### src/rtl/mem_report_tx.sv
// mem_report_tx: serialises memory-manager received-number reports
// into fixed-length byte frames for the host UART transmitter.
module mem_report_tx #(
    parameter int ADDR_WIDTH = 8,
    parameter int DATA_WIDTH = 32,
    parameter logic [7:0] MSG_ID = 8'h05
) (
    input  logic                             clk,
    input  logic                             n_reset,
    input  logic [ADDR_WIDTH+DATA_WIDTH-1:0] mem_received_num,
    input  logic                             mem_received_valid,
    input  logic                             mem_received_replaced,
    input  logic                             mem_received_overrun,
    output logic                             mem_received_ack,
    output logic [7:0]                       tx_data,
    output logic                             tx_valid,
    input  logic                             tx_ready
);

    localparam int ABYTES = (ADDR_WIDTH + 7) / 8;
    localparam int DBYTES = (DATA_WIDTH + 7) / 8;
    localparam int NF     = ABYTES + DBYTES;
    localparam int NBYTES = 2 + NF;
    localparam int CW     = $clog2(NBYTES);

    localparam logic [0:0] IDLE = 1'b0;
    localparam logic [0:0] SEND = 1'b1;

    logic [0:0]      state;
    logic [CW-1:0]   cnt;
    logic [NF*8-1:0] shadow;
    logic            shadow_repl;
    logic            sticky;
    logic            late;

    logic [NF*8-1:0] field_in;
    logic [7:0]      flags;
    logic [7:0]      nbyte;
    logic            accept;
    logic            last;
    logic            flags_acc;
    int              nidx;

    assign accept    = (state == SEND) && tx_ready;
    assign last      = (cnt == CW'(NBYTES - 1));
    assign flags_acc = accept && (cnt == CW'(1));

    // Zero-extend address and data fields to whole bytes, address on top.
    always_comb begin
        field_in = '0;
        field_in[DATA_WIDTH-1:0] = mem_received_num[DATA_WIDTH-1:0];
        field_in[DBYTES*8 +: ADDR_WIDTH] =
            mem_received_num[ADDR_WIDTH+DATA_WIDTH-1:DATA_WIDTH];
    end

    // Flags byte; a same-cycle overrun is folded in so it is not lost.
    always_comb begin
        flags = {6'b0, sticky | mem_received_overrun, shadow_repl};
    end

    // Byte that follows the one currently on the bus.
    always_comb begin
        nidx  = int'(cnt) + 1;
        nbyte = 8'h00;
        if (nidx == 1) begin
            nbyte = flags;
        end
        for (int b = 0; b < NF; b++) begin
            if (nidx == NF + 1 - b) begin
                nbyte = shadow[b*8 +: 8];
            end
        end
    end

    // Frame FSM: capture in IDLE, shift registered bytes out in SEND.
    always_ff @(posedge clk or negedge n_reset) begin
        if (!n_reset) begin
            state            <= IDLE;
            cnt              <= '0;
            shadow           <= '0;
            shadow_repl      <= 1'b0;
            mem_received_ack <= 1'b0;
            tx_valid         <= 1'b0;
            tx_data          <= 8'h00;
        end else begin
            mem_received_ack <= 1'b0;
            case (state)
                IDLE: begin
                    if (mem_received_valid) begin
                        shadow           <= field_in;
                        shadow_repl      <= mem_received_replaced;
                        mem_received_ack <= 1'b1;
                        tx_valid         <= 1'b1;
                        tx_data          <= MSG_ID;
                        cnt              <= '0;
                        state            <= SEND;
                    end
                end
                SEND: begin
                    if (tx_ready) begin
                        if (last) begin
                            tx_valid <= 1'b0;
                            tx_data  <= 8'h00;
                            cnt      <= '0;
                            state    <= IDLE;
                        end else begin
                            tx_data <= nbyte;
                            cnt     <= cnt + 1'b1;
                        end
                    end
                end
                default: begin
                    state <= IDLE;
                end
            endcase
        end
    end

    // Sticky overrun; an overrun arriving while the flags byte is already
    // on the bus is remembered in late so the next frame reports it.
    always_ff @(posedge clk or negedge n_reset) begin
        if (!n_reset) begin
            sticky <= 1'b0;
            late   <= 1'b0;
        end else if (flags_acc) begin
            sticky <= mem_received_overrun | late;
            late   <= 1'b0;
        end else begin
            if (mem_received_overrun) begin
                sticky <= 1'b1;
            end
            if (mem_received_overrun && state == SEND && cnt == CW'(1)) begin
                late <= 1'b1;
            end
        end
    end

endmodule

### config.mk
export PLATFORM = sky130hd
export DESIGN_NAME = mem_report_tx
export DESIGN_NICKNAME = d
export VERILOG_FILES = /design/src/rtl/mem_report_tx.sv
export SDC_FILE = /design/constraint.sdc
export NUM_CORES = 1
export LEC_CHECK = 0
export CORE_MARGIN = 2
export CORE_UTILIZATION = 50
export CTS_CLUSTER_DIAMETER = 40
export DETAILED_ROUTE_END_ITERATION = 7
export GPL_ROUTABILITY_DRIVEN = 0
export GPL_TIMING_DRIVEN = 0
export MAX_ROUTING_LAYER = met4
export PLACE_DENSITY = 0.79
export SLEW_MARGIN = 20
export SYNTH_ARGS = -nofsm -noshare
export SYNTH_HDL_FRONTEND = slang
export SYNTH_SLANG_ARGS = --single-unit
### constraint.sdc
create_clock -name clk -period 1.5 [get_ports clk]
set_input_delay 0.3 -clock clk [delete_from_list [all_inputs] [get_ports clk]]
set_output_delay 0.3 -clock clk [all_outputs]
set_load 0.01 [all_outputs]
# After elaboration in Yosys (flattened, before gate mapping)
# Index checks and enable logic that the tools add are counted.
# word_totals
regBits,57
in_bits,46
output_inout_bits,10
elab_cells,61
# classes
n_addsub,2
eq_ne,11
mux,27
bitwise_logic,3
n_reduce_logical,9
# ops
operator,count
$mux W8,8
$pmux W8 S2,1
$eq A4 B3 Y1 const B,3
$mux W1,11
$mux W3,3
$eq A4 B2 Y1 const B,2
$pmux W3 S2,1
$add A3 B1 Y4 const B,1
$eq A4 B1 Y1 const B,1
$logic_and A1 B1 Y1,4
$ne A2 B2 Y1 const B,2
$pmux W1 S2,2
$reduce_and A2 Y1,2
$reduce_bool A2 Y1,2
$add A3 B1 Y3 const B,1
$eq A3 B1 Y1 const B,1
$eq A3 B3 Y1 const B,1
$reduce_and A3 Y1,1
$mux W2,1
$ne A2 B1 Y1 const B,1
$or A1 B1 Y1,2
$not A1 Y1,1

# Longest topological paths before layout
# Gate-level depths: netlist of the first run.
# depth
ltp_word,11
mapped_depth,6
depth_no_buf,4

# Worst setup path after synthesis of the first run
# Ideal clock, no wire load.
# synth_timing
path_kind,reg2reg
startpoint,register cnt[2]
endpoint,register tx_data[2]
setup_time_ns,0.118
arrival_time_ns,1.165
required_ns,1.382
setup_slack_ns,0.217
stages_incl_launch_ff,7
n_path_buf,2
synth_period_minus_slack_ns,1.283
cell_sequence,dfrtp_1 buf_4 buf_4 nand2_1 o21ai_0 a211o_1 a21o_1
# synth_via
elab_chain_len,10
word_cells_on_any_way,15
classes_between,add/sub (1); eq/ne (6); mux (8)
# synth_lines
item,line,text
start: declaration,30,logic [CW-1:0] cnt;
start signal: assignment,108,cnt <= cnt + 1'b1;
$add A3 B1 Y4,63,nidx = int'(cnt) + 1;
$eq A4 B3 Y1,69,if (nidx == NF + 1 - b) begin
$mux W8 (5 in series),69,
$mux W8 *,101,if (last) begin
$mux W8 *,100,if (tx_ready) begin
$pmux W8 S2 *,87,case (state)
end signal: assignment,107,tx_data <= nbyte;
end: declaration,15,"output logic [7:0] tx_data,"
# Mark *: on every way between the ends. The rest lies on a longest branch, timed or not. The select of a mux whose other input is x is not followed.
# A chain may end at the register's enable or synchronous reset.

# Worst setup path after layout of the first run
# layout_timing
startpoint,register cnt[0]
endpoint,register tx_data[4]
# The elaborated chain is that of the path after synthesis.

==> flow_summary.json, run 1 <==
{
  "grt_util_met1_pct": 27.1,
  "mostFrequentLayoutCells": "57 x dfrtp_1, 42 x clkdlybuf4s50_1, 40 x mux2_1",
  "worstReg2RegEnd": "tx_data[4]",
  "synthFlopType": "dfrtp_1",
  "layout.nets": 323,
  "synth_seq_cells": 57,
  "crit_type": "reg -> reg",
  "finalWorstSetupSlack_ps": 35.1,
  "power_frac_seq_pct": 39.7,
  "drv_slew": 0,
  "cts_sinks": 57,
  "pre_cts_slack_ps": -482,
  "cts-root-buf": "clkbuf_8",
  "status": "complete, no violations",
  "synthesis.area_mm2": 0.00259,
  "grt_max_degree": 58,
  "fin_crit_ps": 1460,
  "required_ps": 1740,
  "num_vias": 1943,
  "drt-initial-drc-count": 97,
  "power.leakage_uw": 0.00156,
  "drv_cap": 0,
  "skew_ps": 7.37,
  "netlist_instances": 210,
  "path_max_fanout": 10,
  "synth_edf_count": 0,
  "regArea_mm2": 0.00143,
  "drc": 0,
  "cts_buffer_depth": 2,
  "track_usage_pct": 21.8,
  "drtPass1Iterations": 4,
  "start_kind": "flop",
  "hold_class": "in -> async",
  "nFillCells": 392,
  "intPower_uw": 4600,
  "die_height_um": 75.9,
  "num_rows": 26,
  "max_freq_mhz": 683,
  "ctsHoldBuffers": 0,
  "synth.largest_area_cell": "dfrtp_1",
  "dieArea_mm2": 0.00577,
  "postRouteAntennaNets": 0,
  "viasPerCell": 5.52,
  "use_met3_pct": 5.00,
  "grt.overflow.total": 0,
  "grt_pass1_wl_mm": 9.49,
  "ir_drop_mv": 0.904,
  "io_pins": 56,
  "critPathArrivalTime_ps": 1700,
  "insertion_delay_ps": 350,
  "design.core.area_mm2": 0.00504,
  "yosys.cell_types.count": 38,
  "final_util_pct": 70.5,
  "final_common_cell": "dfrtp_1",
  "multi_input_comb_area_mm2": 0.00111,
  "async_reset_ff_share_pct": 100,
  "clkPwrFrac_pct": 27.9,
  "antenna_found_initial": 0,
  "wl_per_cell_um": 16.5,
  "antenna_cells": 0,
  "total_power_uw": 6680,
  "worstMarginPinSlew_ps": 715,
  "cts_buffers": 9,
  "cts-htree-levels": 3,
  "post-place-cells": 335,
  "cp-end-kind": "flop",
  "dpl.hpwl_mm": 3.98,
  "yosysSeqAreaShare_pct": 55.1,
  "final-setup-viol-count": 0,
  "syn_avg_cell_area_um2": 12.3,
  "chipWidth_um": 75.9,
  "slew_headroom_pct": 52.3,
  "syn_nets": 256,
  "grt.met2_usage_pct": 33.9,
  "power.density_mw_per_mm2": 1880,
  "synth_top_cell_area_share_pct": 55.1,
  "start_util_pct": 51.3,
  "portBuffers": 55,
  "synth_area_leaders": "dfrtp_1 55%, mux2_1 17%, o21ai_1 3.1%",
  "grt_setup_unrepaired": "false",
  "final_cells": 352,
  "grt_pass1_vias": 1942,
  "drive_above_1_share_pct": 16.0,
  "rr_worst_depth": 5,
  "whs_ps": 12.8,
  "swShare_pct": 31.1,
  "cts_tree": "yes",
  "regToRegSetupSlack_ps": 40,
  "wirelength_mm": 5.82,
  "syn2layout_area_growth_pct": 37.3,
  "busiest_layer": "met2",
  "power_switching_uw": 2080,
  "reg2reg_from": "cnt[0]",
  "finalCritPeriodShare_pct": 97.7,
  "hold_viol": 0,
  "combPwrFrac_pct": 32.4,
  "yosys_warnings": 0,
  "path_clk_slew_ps": 70
}
-- logic make-up (layout without fill, tap and decap cells) --
family                 Yosys count  count (layout)  synth area share [%]
DFF                             57              57                  55.1
AOI/OAI and AO/OA               51              51                  13.3
muxes                           44              44                  19.1
and+or+nand+nor                 42              42                  8.85
buffers and inverters           16              88                  3.67
-- power groups by stage --
stage,combinational [uW],clock [uW],sequential (uW)
detailed placement,2100,0,2650
floorplan,1390,0,2560
global route,2380,1940,2740
CTS,2080,1880,2620
global placement,2030,0,2620
finish,2170,1860,2650
-- through the flow --
step | TNS (ps) | instance area (um2)
4_1_cts | 0 | 3490
5_1_grt | 0 | 3550
2_1_floorplan | 0 | 2590
6_report | 0 | 3550
3_3_place_gp | -111410 | 3230
3_5_place_dp | -21470 | 3220
-- layout make-up --
cell class              count  share of cell area [%]
multi-input cells         137                    31.3
plain buffers              12                    2.92
well taps                  70                    2.46
clock inverters             4                    2.75
repair buffers             56                    15.3
inverters                   4                   0.423
flip-flops and latches     57                    40.1
clock buffers              12                    4.65
-- synth_stat cells (2+ instances only) --
library cell	count
and3b_1	2
buf_2	4
a21boi_0	5
o22ai_1	2
nand3_1	7
buf_4	6
mux2_1	40
nor2b_1	2
a22oi_1	5
nand2_1	13
dfrtp_1	57
o21ai_1	16
nor2_1	6
inv_1	4
mux2_2	3
o211a_1	5
nand2b_1	4
a21oi_2	2
o21ai_0	5
a21oi_1	3
nor3b_1	2
-- metal layers --
metal,wire [um],up-vias
li1,-,894
met1,2470,975
met2,2920,61
met3,322,13
met4,110,0
met5,0,-
-- registers in the layout, indices dropped and copies added (netlist names) --
signal / count
tx_valid: 1
late: 1
sticky: 1
state: 1
tx_data: 8
shadow: 40
mem_received_ack: 1
shadow_repl: 1
cnt: 3
-- critical path, cell delays in order, from the launching register on --
cell	delay (ps)
dfrtp_1	420
buf_4	200
and3b_2	270
a22oi_1	190
o211a_1	220
o21ai_1	60
-- worst max-delay path by stage --
stage	cells past startpoint	start	slack, ps	to
CTS	5	cnt[0]	20	tx_data[1]
floorplan	6	cnt[2]	220	tx_data[2]
global placement	1	n_reset	-1610	shadow[4]
finish	5	cnt[0]	40	tx_data[4]
detailed placement	5	mem_received_valid	-480	shadow[23]
global route	5	cnt[1]	1	tx_data[4]
-- timing repair --
action                                  in CTS  in global routing
gates resized for setup                     16                 14
buffers inserted                             0                  1
pin swaps                                    0                  1
endpoints found under the setup margin      51                  9
Power figures use the tool's default switching activity.
==> run 2, diff against run 1 <==
--- a/config.mk
+++ b/config.mk
@@ -6,13 +6,12 @@
 export NUM_CORES = 1
 export LEC_CHECK = 0
 export CORE_MARGIN = 2
-export CORE_UTILIZATION = 50
+export CORE_UTILIZATION = 35
 export CTS_CLUSTER_DIAMETER = 40
 export DETAILED_ROUTE_END_ITERATION = 7
 export GPL_ROUTABILITY_DRIVEN = 0
 export GPL_TIMING_DRIVEN = 0
 export MAX_ROUTING_LAYER = met4
-export PLACE_DENSITY = 0.79
 export SLEW_MARGIN = 20
 export SYNTH_ARGS = -nofsm -noshare
 export SYNTH_HDL_FRONTEND = slang
==> flow_summary.json, run 2 (same netlist as run 1, synthesis figures left out) <==
{
  "drtPass1Iterations": 4,
  "cts-htree-levels": 3,
  "crit_type": "reg -> reg",
  "postRouteAntennaNets": 0,
  "regMostFlops": "shadow",
  "die_height_um": 90.0,
  "final_common_cell": "dfrtp_1",
  "power.leakage_uw": 0.00154,
  "drt-initial-drc-count": 59,
  "final-setup-viol-count": 0,
  "start_kind": "flop",
  "rr_worst_depth": 5,
  "track_usage_pct": 15.9,
  "slowest_stage": "dfrtp_1",
  "start_util_pct": 35.9,
  "status": "complete, no violations",
  "insertion_delay_ps": 330,
  "crit_path_end": "tx_data[2]",
  "drc": 0,
  "skew_ps": 3.76,
  "path_max_fanout": 4,
  "wl_per_cell_um": 15.8,
  "hold_viol": 0,
  "worstReg2RegEnd": "tx_data[2]",
  "worstPathCellList": "buf_4 -> nor3b_1 -> a32o_1 -> a211o_1 -> a21o_1",
  "ctsHoldBuffers": 0,
  "layout.nets": 326,
  "regToRegSetupSlack_ps": 50,
  "nFillCells": 702,
  "antenna_cells": 0,
  "grt_pass1_wl_mm": 9.71,
  "chipWidth_um": 90.0,
  "critical_path.max_stage_delay_ps": 400,
  "hold_class": "in -> async",
  "cp_top_family": "compound AO/OA/AOI/OAI gates",
  "slew_headroom_pct": 52.0,
  "mostFrequentLayoutCells": "57 x dfrtp_1, 43 x clkdlybuf4s50_1, 40 x mux2_1",
  "biggestRegsByFlops": "shadow (40), tx_data (8), cnt (3)",
  "cp-end-kind": "flop",
  "num_vias": 1913,
  "worstMarginPinSlew_ps": 721,
  "design.core.area_mm2": 0.00721,
  "reg2reg_from": "cnt[0]",
  "path_clk_slew_ps": 60,
  "viasPerCell": 4.98,
  "drive_above_1_share_pct": 16.5,
  "ir_drop_mv": 0.851,
  "cts_buffers": 9,
  "critPathBufInv": 1,
  "largest_reg_flops": 40,
  "cp.depth": 5,
  "dieArea_mm2": 0.00810,
  "grt.overflow.total": 0,
  "design_area_mm2": 0.00354,
  "num_rows": 31,
  "fin_crit_ps": 1450,
  "cts_tree": "yes",
  "portBuffers": 55,
  "grt_setup_unrepaired": "true",
  "power.density_mw_per_mm2": 1790,
  "drv_cap": 0,
  "wirelength_mm": 6.07,
  "grt_max_degree": 58,
  "critPathArrivalTime_ps": 1680,
  "required_ps": 1720,
  "cts_buffer_depth": 2,
  "cts-root-buf": "clkbuf_8",
  "multi_input_comb_area_mm2": 0.00112,
  "dpl.hpwl_mm": 4.18,
  "syn2layout_area_growth_pct": 36.7,
  "startpoint": "cnt[0]",
  "dpl_cell_area_mm2": 0.00326,
  "cts_sinks": 57,
  "setup_tns_ps": 0,
  "max_freq_mhz": 688,
  "grt_pass1_vias": 1956,
  "drv_slew": 0,
  "finalCritPeriodShare_pct": 96.9,
  "regArea_mm2": 0.00143,
  "io_pins": 56,
  "antenna_found_initial": 0
}
-- run 2: final cells by class --
type                    instances  area share [%]
repair buffers                 58            15.7
plain buffers                  12            2.51
well taps                      99            3.50
clock buffers                  14            4.88
multi-input cells             138            31.6
clock inverters                 2           0.990
flip-flops and latches         57            40.3
inverters                       4           0.424
-- run 2: stage by stage --
step | cells | setup slack, ps | total power [uW] | util [%] | hold slack [ps]
floorplan | 210 | 217 | 3950 | - | 4.41
global placement | 364 | -1670 | 4700 | 45.2 | 464
detailed placement | 364 | -475 | 4770 | 45.2 | 407
CTS | 382 | 33.0 | 6260 | 48.1 | 51.0
global route | 384 | -52.4 | 6750 | 49.0 | 94.3
finish | 384 | 46.5 | 6320 | 49.0 | 34.3
-- run 2: how the worst min path moves through the flow --
stage | start | endpoint | slack, ps | cells past startpoint
after floorplan | n_reset | cnt[0] | 4 | 0
after global placement | shadow[28] | shadow[28] | 460 | 1
after detailed placement | n_reset | tx_valid | 410 | 1
after CTS | n_reset | tx_valid | 50 | 1
after global routing | n_reset | tx_data[1] | 90 | 1
final | n_reset | shadow[32] | 30 | 1
-- run 2: metal layers --
metal	track usage [%]	share of wire [%]	wire length [um]
met1	20.3	45	2750
met2	24.2	48	2910
met3	3.60	5.1	308
met4	7.31	1.6	97
met5	-	0	0
-- run 2: report_power, final --
part	leakage [uW]	switching (uW)	internal, uW	total (uW)
registers	0.000697	397	2240	2640
logic	0.000731	1050	1130	2180
clock network	0.000107	597	903	1500
total	0.00154	2050	4280	6320
-- run 2: repair_timing --
item	CTS	global route
gates resized for setup	12	14
hold endpoints to repair	0	0
pin swaps	0	0
setup buffers	2	1
gates cloned	0	1
endpoints found under the setup margin	50	10
